## config.mk

```make
export PLATFORM = sky130hd
export DESIGN_NAME = imem_dmem_arbiter
export DESIGN_NICKNAME = d
export VERILOG_FILES = /design/src/rtl/arb_pkg.sv /design/src/rtl/arb_starve_cnt.sv /design/src/rtl/imem_dmem_arbiter.sv
export SDC_FILE = /design/constraint.sdc
export NUM_CORES = 1
export LEC_CHECK = 0
export BUFFER_PORTS_ARGS = -buffer_cell sky130_fd_sc_hd__buf_4
export CORE_ASPECT_RATIO = 1.75
export CORE_MARGIN = 2
export CORE_UTILIZATION = 43
export DETAILED_ROUTE_END_ITERATION = 10
export PLACE_DENSITY = 0.77
export SYNTH_ARGS = -nofsm -noshare
export SYNTH_HDL_FRONTEND = slang
export SYNTH_SLANG_ARGS = --single-unit
```

## constraint.sdc

```tcl
create_clock -name clock -period 1.7 [get_ports clock]
set_input_delay 0.085 -clock clock [delete_from_list [all_inputs] [get_ports clock]]
set_output_delay 0.085 -clock clock [all_outputs]
set_load 0.05 [all_outputs]
```

## src/rtl/arb_pkg.sv

```systemverilog
// Shared types and helpers for the instruction/data memory arbiter.
package arb_pkg;

  // Arbiter FSM states: one transaction in flight at a time.
  typedef enum logic [2:0] {
    IDLE   = 3'd0,
    BUSY_I = 3'd1,
    BUSY_D = 3'd2,
    ERR_I  = 3'd3,
    ERR_D  = 3'd4
  } arb_state_t;

  // Requester identity used for the arbitration decision.
  typedef enum logic {
    REQ_I = 1'b0,
    REQ_D = 1'b1
  } req_id_t;

  // A word access is misaligned when either low byte-address bit is set.
  function automatic logic misaligned(input logic [1:0] lsbs);
    return (lsbs != 2'b00);
  endfunction

endpackage

```

## src/rtl/arb_starve_cnt.sv

```systemverilog
// Saturating count of consecutive arbitration decisions lost by the fetch side.
module arb_starve_cnt #(
  parameter int unsigned MAX_WAIT = 4
) (
  input  logic clock,
  input  logic reset_n,
  input  logic inc,
  input  logic clr,
  output logic starve
);

  localparam int unsigned CW = (MAX_WAIT < 1) ? 1 : $clog2(MAX_WAIT + 1);

  logic [CW-1:0] cnt;

  // Count denied fetch decisions, saturating at MAX_WAIT; clear wins over inc.
  always_ff @(posedge clock or negedge reset_n) begin
    if (!reset_n) begin
      cnt <= '0;
    end else if (clr) begin
      cnt <= '0;
    end else if (inc && (cnt < CW'(MAX_WAIT))) begin
      cnt <= cnt + 1'b1;
    end
  end

  assign starve = (cnt >= CW'(MAX_WAIT));

endmodule

```

## src/rtl/imem_dmem_arbiter.sv

```systemverilog
// Arbitrates a single-port word memory between instruction fetch (I) and
// load/store (D). D has priority; a starvation counter lets I win after
// MAX_WAIT consecutive losses. Misaligned requests complete with an error
// without touching memory.
module imem_dmem_arbiter
  import arb_pkg::*;
#(
  parameter int unsigned ADDR_W   = 32,
  parameter int unsigned DATA_W   = 32,
  parameter int unsigned MAX_WAIT = 4
) (
  input  logic              clock,
  input  logic              reset_n,
  input  logic              i_req,
  input  logic [ADDR_W-1:0] i_addr,
  output logic              i_gnt,
  output logic              i_rvalid,
  output logic [DATA_W-1:0] i_rdata,
  output logic              i_err,
  input  logic              d_req,
  input  logic              d_we,
  input  logic [ADDR_W-1:0] d_addr,
  input  logic [DATA_W-1:0] d_wdata,
  output logic              d_gnt,
  output logic              d_rvalid,
  output logic [DATA_W-1:0] d_rdata,
  output logic              d_err,
  output logic              mem_req,
  output logic              mem_we,
  output logic [ADDR_W-3:0] mem_addr,
  output logic [DATA_W-1:0] mem_wdata,
  input  logic [DATA_W-1:0] mem_rdata,
  input  logic              mem_ready
);

  arb_state_t        state;
  arb_state_t        state_nx;
  logic              starve;
  logic              decide;
  req_id_t           winner;
  logic [ADDR_W-1:0] win_addr;
  logic              win_mis;
  logic              i_gnt_nx, d_gnt_nx;
  logic              i_fin, d_fin;
  logic              i_err_nx, d_err_nx;
  logic              i_load, d_load;
  logic              mem_load;
  logic              cnt_inc, cnt_clr;

  arb_starve_cnt #(.MAX_WAIT(MAX_WAIT)) u_starve (
    .clock   (clock),
    .reset_n (reset_n),
    .inc     (cnt_inc),
    .clr     (cnt_clr),
    .starve  (starve)
  );

  // Arbitration decision: D wins unless I is waiting and has starved.
  always_comb begin
    decide   = (state == IDLE) && (i_req || d_req);
    winner   = (d_req && !(i_req && starve)) ? REQ_D : REQ_I;
    win_addr = (winner == REQ_D) ? d_addr : i_addr;
    win_mis  = misaligned(win_addr[1:0]);
  end

  // State register.
  always_ff @(posedge clock or negedge reset_n) begin
    if (!reset_n) begin
      state <= IDLE;
    end else begin
      state <= state_nx;
    end
  end

  // Next-state logic.
  always_comb begin
    state_nx = state;
    case (state)
      IDLE: begin
        if (decide) begin
          if (winner == REQ_D) state_nx = win_mis ? ERR_D : BUSY_D;
          else                 state_nx = win_mis ? ERR_I : BUSY_I;
        end
      end
      BUSY_I, BUSY_D: if (mem_ready) state_nx = IDLE;
      ERR_I, ERR_D:   state_nx = IDLE;
      default:        state_nx = IDLE;
    endcase
  end

  // Output decode: next values of the registered pulses plus the live mem_req.
  always_comb begin
    mem_req  = (state == BUSY_I) || (state == BUSY_D);
    i_gnt_nx = decide && (winner == REQ_I);
    d_gnt_nx = decide && (winner == REQ_D);
    i_load   = (state == BUSY_I) && mem_ready;
    d_load   = (state == BUSY_D) && mem_ready && !mem_we;
    i_fin    = ((state == BUSY_I) && mem_ready) || (state == ERR_I);
    d_fin    = ((state == BUSY_D) && mem_ready) || (state == ERR_D);
    i_err_nx = (state == ERR_I);
    d_err_nx = (state == ERR_D);
    mem_load = decide && !win_mis;
    cnt_inc  = decide && (winner == REQ_D) && i_req;
    cnt_clr  = (state == IDLE) && (!i_req || (winner == REQ_I));
  end

  // Registered handshake pulses, read data and the held memory command.
  always_ff @(posedge clock or negedge reset_n) begin
    if (!reset_n) begin
      i_gnt     <= 1'b0;
      d_gnt     <= 1'b0;
      i_rvalid  <= 1'b0;
      d_rvalid  <= 1'b0;
      i_err     <= 1'b0;
      d_err     <= 1'b0;
      i_rdata   <= '0;
      d_rdata   <= '0;
      mem_we    <= 1'b0;
      mem_addr  <= '0;
      mem_wdata <= '0;
    end else begin
      i_gnt    <= i_gnt_nx;
      d_gnt    <= d_gnt_nx;
      i_rvalid <= i_fin;
      d_rvalid <= d_fin;
      i_err    <= i_err_nx;
      d_err    <= d_err_nx;
      if (i_load) i_rdata <= mem_rdata;
      if (d_load) d_rdata <= mem_rdata;
      if (mem_load) begin
        mem_addr  <= win_addr[ADDR_W-1:2];
        mem_we    <= (winner == REQ_D) && d_we;
        mem_wdata <= (winner == REQ_D) ? d_wdata : '0;
      end
    end
  end

endmodule
```

# After elaboration in Yosys (flattened, before gate mapping)
# Cells that the tools add are included.
# totals
out_inout_bits,134
ff_bits,139
inputBits,134
word_cells,61
# classes
n_bitwise,1
n_addsub,1
n_eq_ne,6
n_mux,11
n_reduce_logical,27
magnitude_cmp,2
# op_table
operator,count
32-bit two-way mux,2
3-bit two-way mux,6
1-bit logical AND,13
3-bit by 2-bit equality test with 1-bit output (second input constant),2
3-bit one-hot mux with 2 select lines,1
1-bit logical OR,5
1-bit logical NOT,4
2-bit != test (second input constant),2
2-bit nonzero test,2
3-bit by 1-bit adder with 3-bit output (second input constant),1
3-bit by 1-bit equality test with 1-bit output (second input constant),1
3-bit equality test (second input constant),1
3-bit >= comparator (second input constant),1
3-bit logical NOT,1
3-bit < comparator (second input constant),1
2-bit two-way mux,1
2-bit AND reduction,1
2-bit OR reduction,1
1-bit two-way mux,1
1-bit inverter,1

# Depth between registers and ports, before layout
# depth
ltp_word,11
depth_mapped,6
mapped_depth_nobuf,4

# Modules after synthesis
# A second synthesis with hierarchy kept.
# unflattened
hier_cells,470
hier_area_um2,6154.7
# modules_own_cells
mod,n_inst,cells_each,seq_area_each_um2,area_each_um2
imem_dmem_arbiter,1,454,3403.3,5977.0
arb_starve_cnt,1,16,75.1,177.7

# Worst setup path after synthesis
# No wires, ideal clock.
# synth_timing
path_kind,reg-to-reg
startpoint,reg state[1]
endpoint,reg mem_addr[0]
path_buffers,2
t_arrival_ns,1.516
period_less_slack_ns,1.641
setup_time_ns,0.125
t_required_ns,1.575
setup_slack_ns,0.059
path_stages_with_launch,7
cell_sequence,dfrtp_1 > buf_2 > nor3_4 > o21ai_1 > nor2_4 > buf_6 > mux2_4
# synth_between
elab_chain_len,3
# synth_rtl
element,line_no,rtl
"start, declared",imem_dmem_arbiter.sv:36,arb_state_t state;
"start signal, assigned",imem_dmem_arbiter.sv:71,state <= state_nx;
3-bit logical NOT,imem_dmem_arbiter.sv:60,decide = (state == IDLE) && (i_req || d_req);
1-bit logical AND,imem_dmem_arbiter.sv:60,
1-bit logical AND,imem_dmem_arbiter.sv:102,mem_load = decide && !win_mis;
"end signal, assigned",imem_dmem_arbiter.sv:131,mem_addr <= win_addr[ADDR_W-1:2];
"end, declared",imem_dmem_arbiter.sv:30,"output logic [ADDR_W-3:0] mem_addr,"
# Every way passes these cells.
# A chain may end at the register's enable or synchronous reset.

# Worst setup path in the final report
# layout_timing
startpoint,reg u_starve.cnt[2]
endpoint,reg mem_addr[9]
# layout_between
elab_chain_len,9
# layout_rtl
element,line_no,rtl
"start, declared",arb_starve_cnt.sv:14,logic [CW-1:0] cnt;
"start signal, assigned",arb_starve_cnt.sv:23,cnt <= cnt + 1'b1;
3-bit >= comparator *,arb_starve_cnt.sv:27,assign starve = (cnt >= CW'(MAX_WAIT));
1-bit logical AND *,imem_dmem_arbiter.sv:61,winner = (d_req && !(i_req && starve)) ? REQ_D : REQ_I;
1-bit logical NOT *,imem_dmem_arbiter.sv:61,
1-bit logical AND *,imem_dmem_arbiter.sv:61,
1-bit two-way mux *,imem_dmem_arbiter.sv:61,
32-bit two-way mux *,imem_dmem_arbiter.sv:62,win_addr = (winner == REQ_D) ? d_addr : i_addr;
2-bit nonzero test,arb_pkg.sv:21,return (lsbs != 2'b00);
1-bit logical NOT,imem_dmem_arbiter.sv:102,
1-bit logical AND,imem_dmem_arbiter.sv:102,
# Mark *: on every way between the ends. The rest lies on a longest branch, timed or not.

==> summary.txt <==
Outcome
  • Status: completed

Timing
  • Unrepaired setup endpoints after global routing: true
  • Slew headroom: 56.3%
  • Hold slack: 28.9 ps
  • Pins Over Slew Limit: 0
  • Hold Vio Cnt, Final: 0
  • Fmax: 592 MHz
  • Endpoints failing setup: 0
  • Slew @ Worst Pin: 655 ps
  • Post-Route Skew: 9.26 ps
  • Period utilization: 99.4%
  • Tmin final: ~1700 ps

Setup path
  • Arr. time, crit path: 1990 ps
  • Worst setup EP type: flip-flop
  • Crit path kind: flip-flop to flip-flop
  • Critical R2R Launch: u_starve.cnt[2]$_DFFE_PN0P_
  • Crit-path cells: a21boi_4 > buf_4 > buf_12 > mux2_2 > mux2_4
  • Crit path from: u_starve.cnt[2]$_DFFE_PN0P_
  • Maximum fanout along the worst path: 19
  • Worst Setup Start Kind: flip-flop
  • Slowest CP cell: dfrtp_2
  • Critical Path RT: 1990 ps
  • CP max stage delay: 440 ps

Power
  • Pwr/cell area: 2230 mW/mm^2
  • Static leakage: 0.00478 uW
  • Total power: between 20000 and 25000 uW
  • Maximum vdd ir drop: 1260 uV

Synth
  • Register area share after synthesis: 55.7%
  • Cell area after synthesis: 0.00624 mm^2
  • Syn. warnings: 0
  • Synth top area share: 55.7%
  • Yosys top cell by area: dfrtp_1
  • Synth unique cells: 38
  • Syn nets: 602
  • #FFs+latches synth: 139
  • Synth area leaders: dfrtp_1 (56%), mux2_2 (15%), mux2_4 (9.6%)
  • Cell count after synthesis: ~470
  • Post-synth EDFFs: 0
  • Syn avg cell area: 13.4 um^2
  • Primary FF master, synth: dfrtp_1
  • Ys async rst share: 100%

Placed design
  • Final GP Congestion: approximately 0.84
  • Port bufs: about 270
  • Post-DP HPWL: 12400 um

GRT
  • Largest net degree at the start of global routing: between 50 and 60
  • Initial antenna violation count: 0
  • GR Overflow Total: 0
  • Total global-route track usage: roughly 23%
  • Vias in the first global route: 5502
  • Global-route wire length before repair: between 20000 and 30000 um

Drt
  • Initial DRC count: 218
  • Drt wl/cell: 18.2 um
  • Vias: 5194
  • DRT Pass-1 Iters: 4
  • Post-route ant nets: 0
  • Total Wirelength: 18400 um
  • DR vias/cell: 5.13
  • Drt drc: 0

Cells and area
  • N_diodes: 0
  • Most frequent cells in the layout: buf_4 (278), dfrtp_1 (136), mux2_2 (81)
  • Area Growth Syn to Fin: 59.9%
  • FF/Latch Area: 0.00348 mm^2
  • Share of cells above drive strength 1: 57.1%
  • Multi-input gate area: 0.00258 mm^2
  • Fillers: 989
  • Nets: 956
  • Commonest non-fill, non-tap cell in the layout: buf_4

Worst hold path
  • Type of the most critical hold path: primary input to flip-flop
  • HP Start: i_addr[20]

Floorplanning
  • Rows: 58
  • Die Area: 0.0155 mm^2
  • Die Width: 95.1 um
  • Core Area: 0.0143 mm^2
  • Initial Util: between 40 and 50%
  • I/O pins: 268
  • Die Ht: 163 um

Clocking
  • CTS clk-pin slew, worst paths: 60 ps
  • CTS sink count: 139
  • CTS root buf: clkbuf_16
  • Worst-Skew Late Latency: between 400 and 500 ps
  • Max clock buf depth: 2
  • TritonCTS clock tree: built
  • H-tree depth: 4
  • Number of CTS-inserted buffers: 17

Run
  • Maxcap violations: 0
## final cells by class
type	count	share of cell area [%]
clock inverter	15	1.52
tap	180	2.26
clock buffer	17	4.26
timing repair buffer	366	31.1
multi-input combinational	295	25.9
inverter	1	0.0376
sequential	139	34.9
## per-layer routing
metal / vias to the layer above / global-route usage, % / part of all wire, %
met5: - / 0 / 0
met4: 0 / 11.0 / 3.7
met3: 54 / 4.89 / 4.6
met2: 208 / 42.9 / 57
met1: 2569 / 24.2 / 34
li1: 2363 / - / -
## report_power, final
| part | internal (uW) | leakage (uW) | switching [uW] |
|---|---|---|---|
| Combinational | 4470 | 0.00283 | 8140 |
| Clock | 1950 | 0.000282 | 1610 |
| Sequential | 4970 | 0.00167 | 1130 |
## synthesized netlist by cell type (2+ instances only)
library cell and number:
and2_1 2, nor2_1 5, buf_2 10, buf_6 9, clkbuf_1 8, nand3_1 34, mux2_2 81, nand2_1 69
mux2_1 3, a32o_1 2, or2_2 2, ha_1 2, mux2_4 40, o21ai_1 2, nand2b_1 2, o211ai_1 23
buf_4 3, o211ai_2 10, dfrtp_1 139, nor2_4 2
## registers in the layout (all words and copies together), names as in the netlist
name          cells
d_rdata          32
i_rdata          32
mem_wdata        32
mem_addr         30
state             3
u_starve.cnt      3
d_err             1
d_gnt             1
d_rvalid          1
i_err             1
i_gnt             1
i_rvalid          1
mem_we            1
## kinds of logic after synthesis
| group | share of synthesized area [%] |
|---|---|
| flip-flops | 55.7 |
| AND/OR/NAND/NOR | 9.32 |
| multiplexers | 25.2 |
| adder cells (fa/ha/maj) | 0.401 |
| buffers and inverters | 3.39 |
| AO/OA/AOI/OAI | 5.99 |
## path summary, 6_finish.rpt
path	endpoint	depth (start not counted)	slack, ps
max	mem_addr[9]$_DFFE_PN0P_	5	10
min	mem_addr[18]$_DFFE_PN0P_	3	30
max reg2reg	mem_addr[9]$_DFFE_PN0P_	5	10
min reg2reg	u_starve.cnt[0]$_DFFE_PN0P_	1	500
max in group asynchronous	mem_wdata[5]$_DFFE_PN0P_	3	930
min in group asynchronous	d_rdata[15]$_DFFE_PN0P_	2	130
## metrics by stage
step / cell area [um^2] / setup slack, ps / cells / util, % / setup TNS, ps
2_1_floorplan: 6240 / 59.3 / 466 / - / 0
3_3_place_gp: 8500 / 63.3 / 899 / 59.5 / 0
3_5_place_dp: 8500 / 4.80 / 899 / 59.5 / 0
4_1_cts: 9780 / 13.9 / 1001 / 68.4 / 0
5_1_grt: 9980 / -57.2 / 1013 / 69.8 / -1000
6_report: 9980 / 9.57 / 1013 / 69.8 / 0
## repair_timing
action / CTS / global route
hold endpoints to repair: 240 / 0
gates resized for setup: 1 / 12
gates cloned: 0 / 5
buffers inserted: 0 / 7
hold buffers: 70 / 0
setup endpoints to repair: 1 / 55
pin swaps: 0 / 2
## critical path, delay by kind of cell, from the launching register on
kind,cells,cell delay (ps)
multiplexers,2,610
flip-flops,1,440
buffers and inverters,2,310
AO/OA/AOI/OAI,1,200
Power figures use the tool's default switching activity.
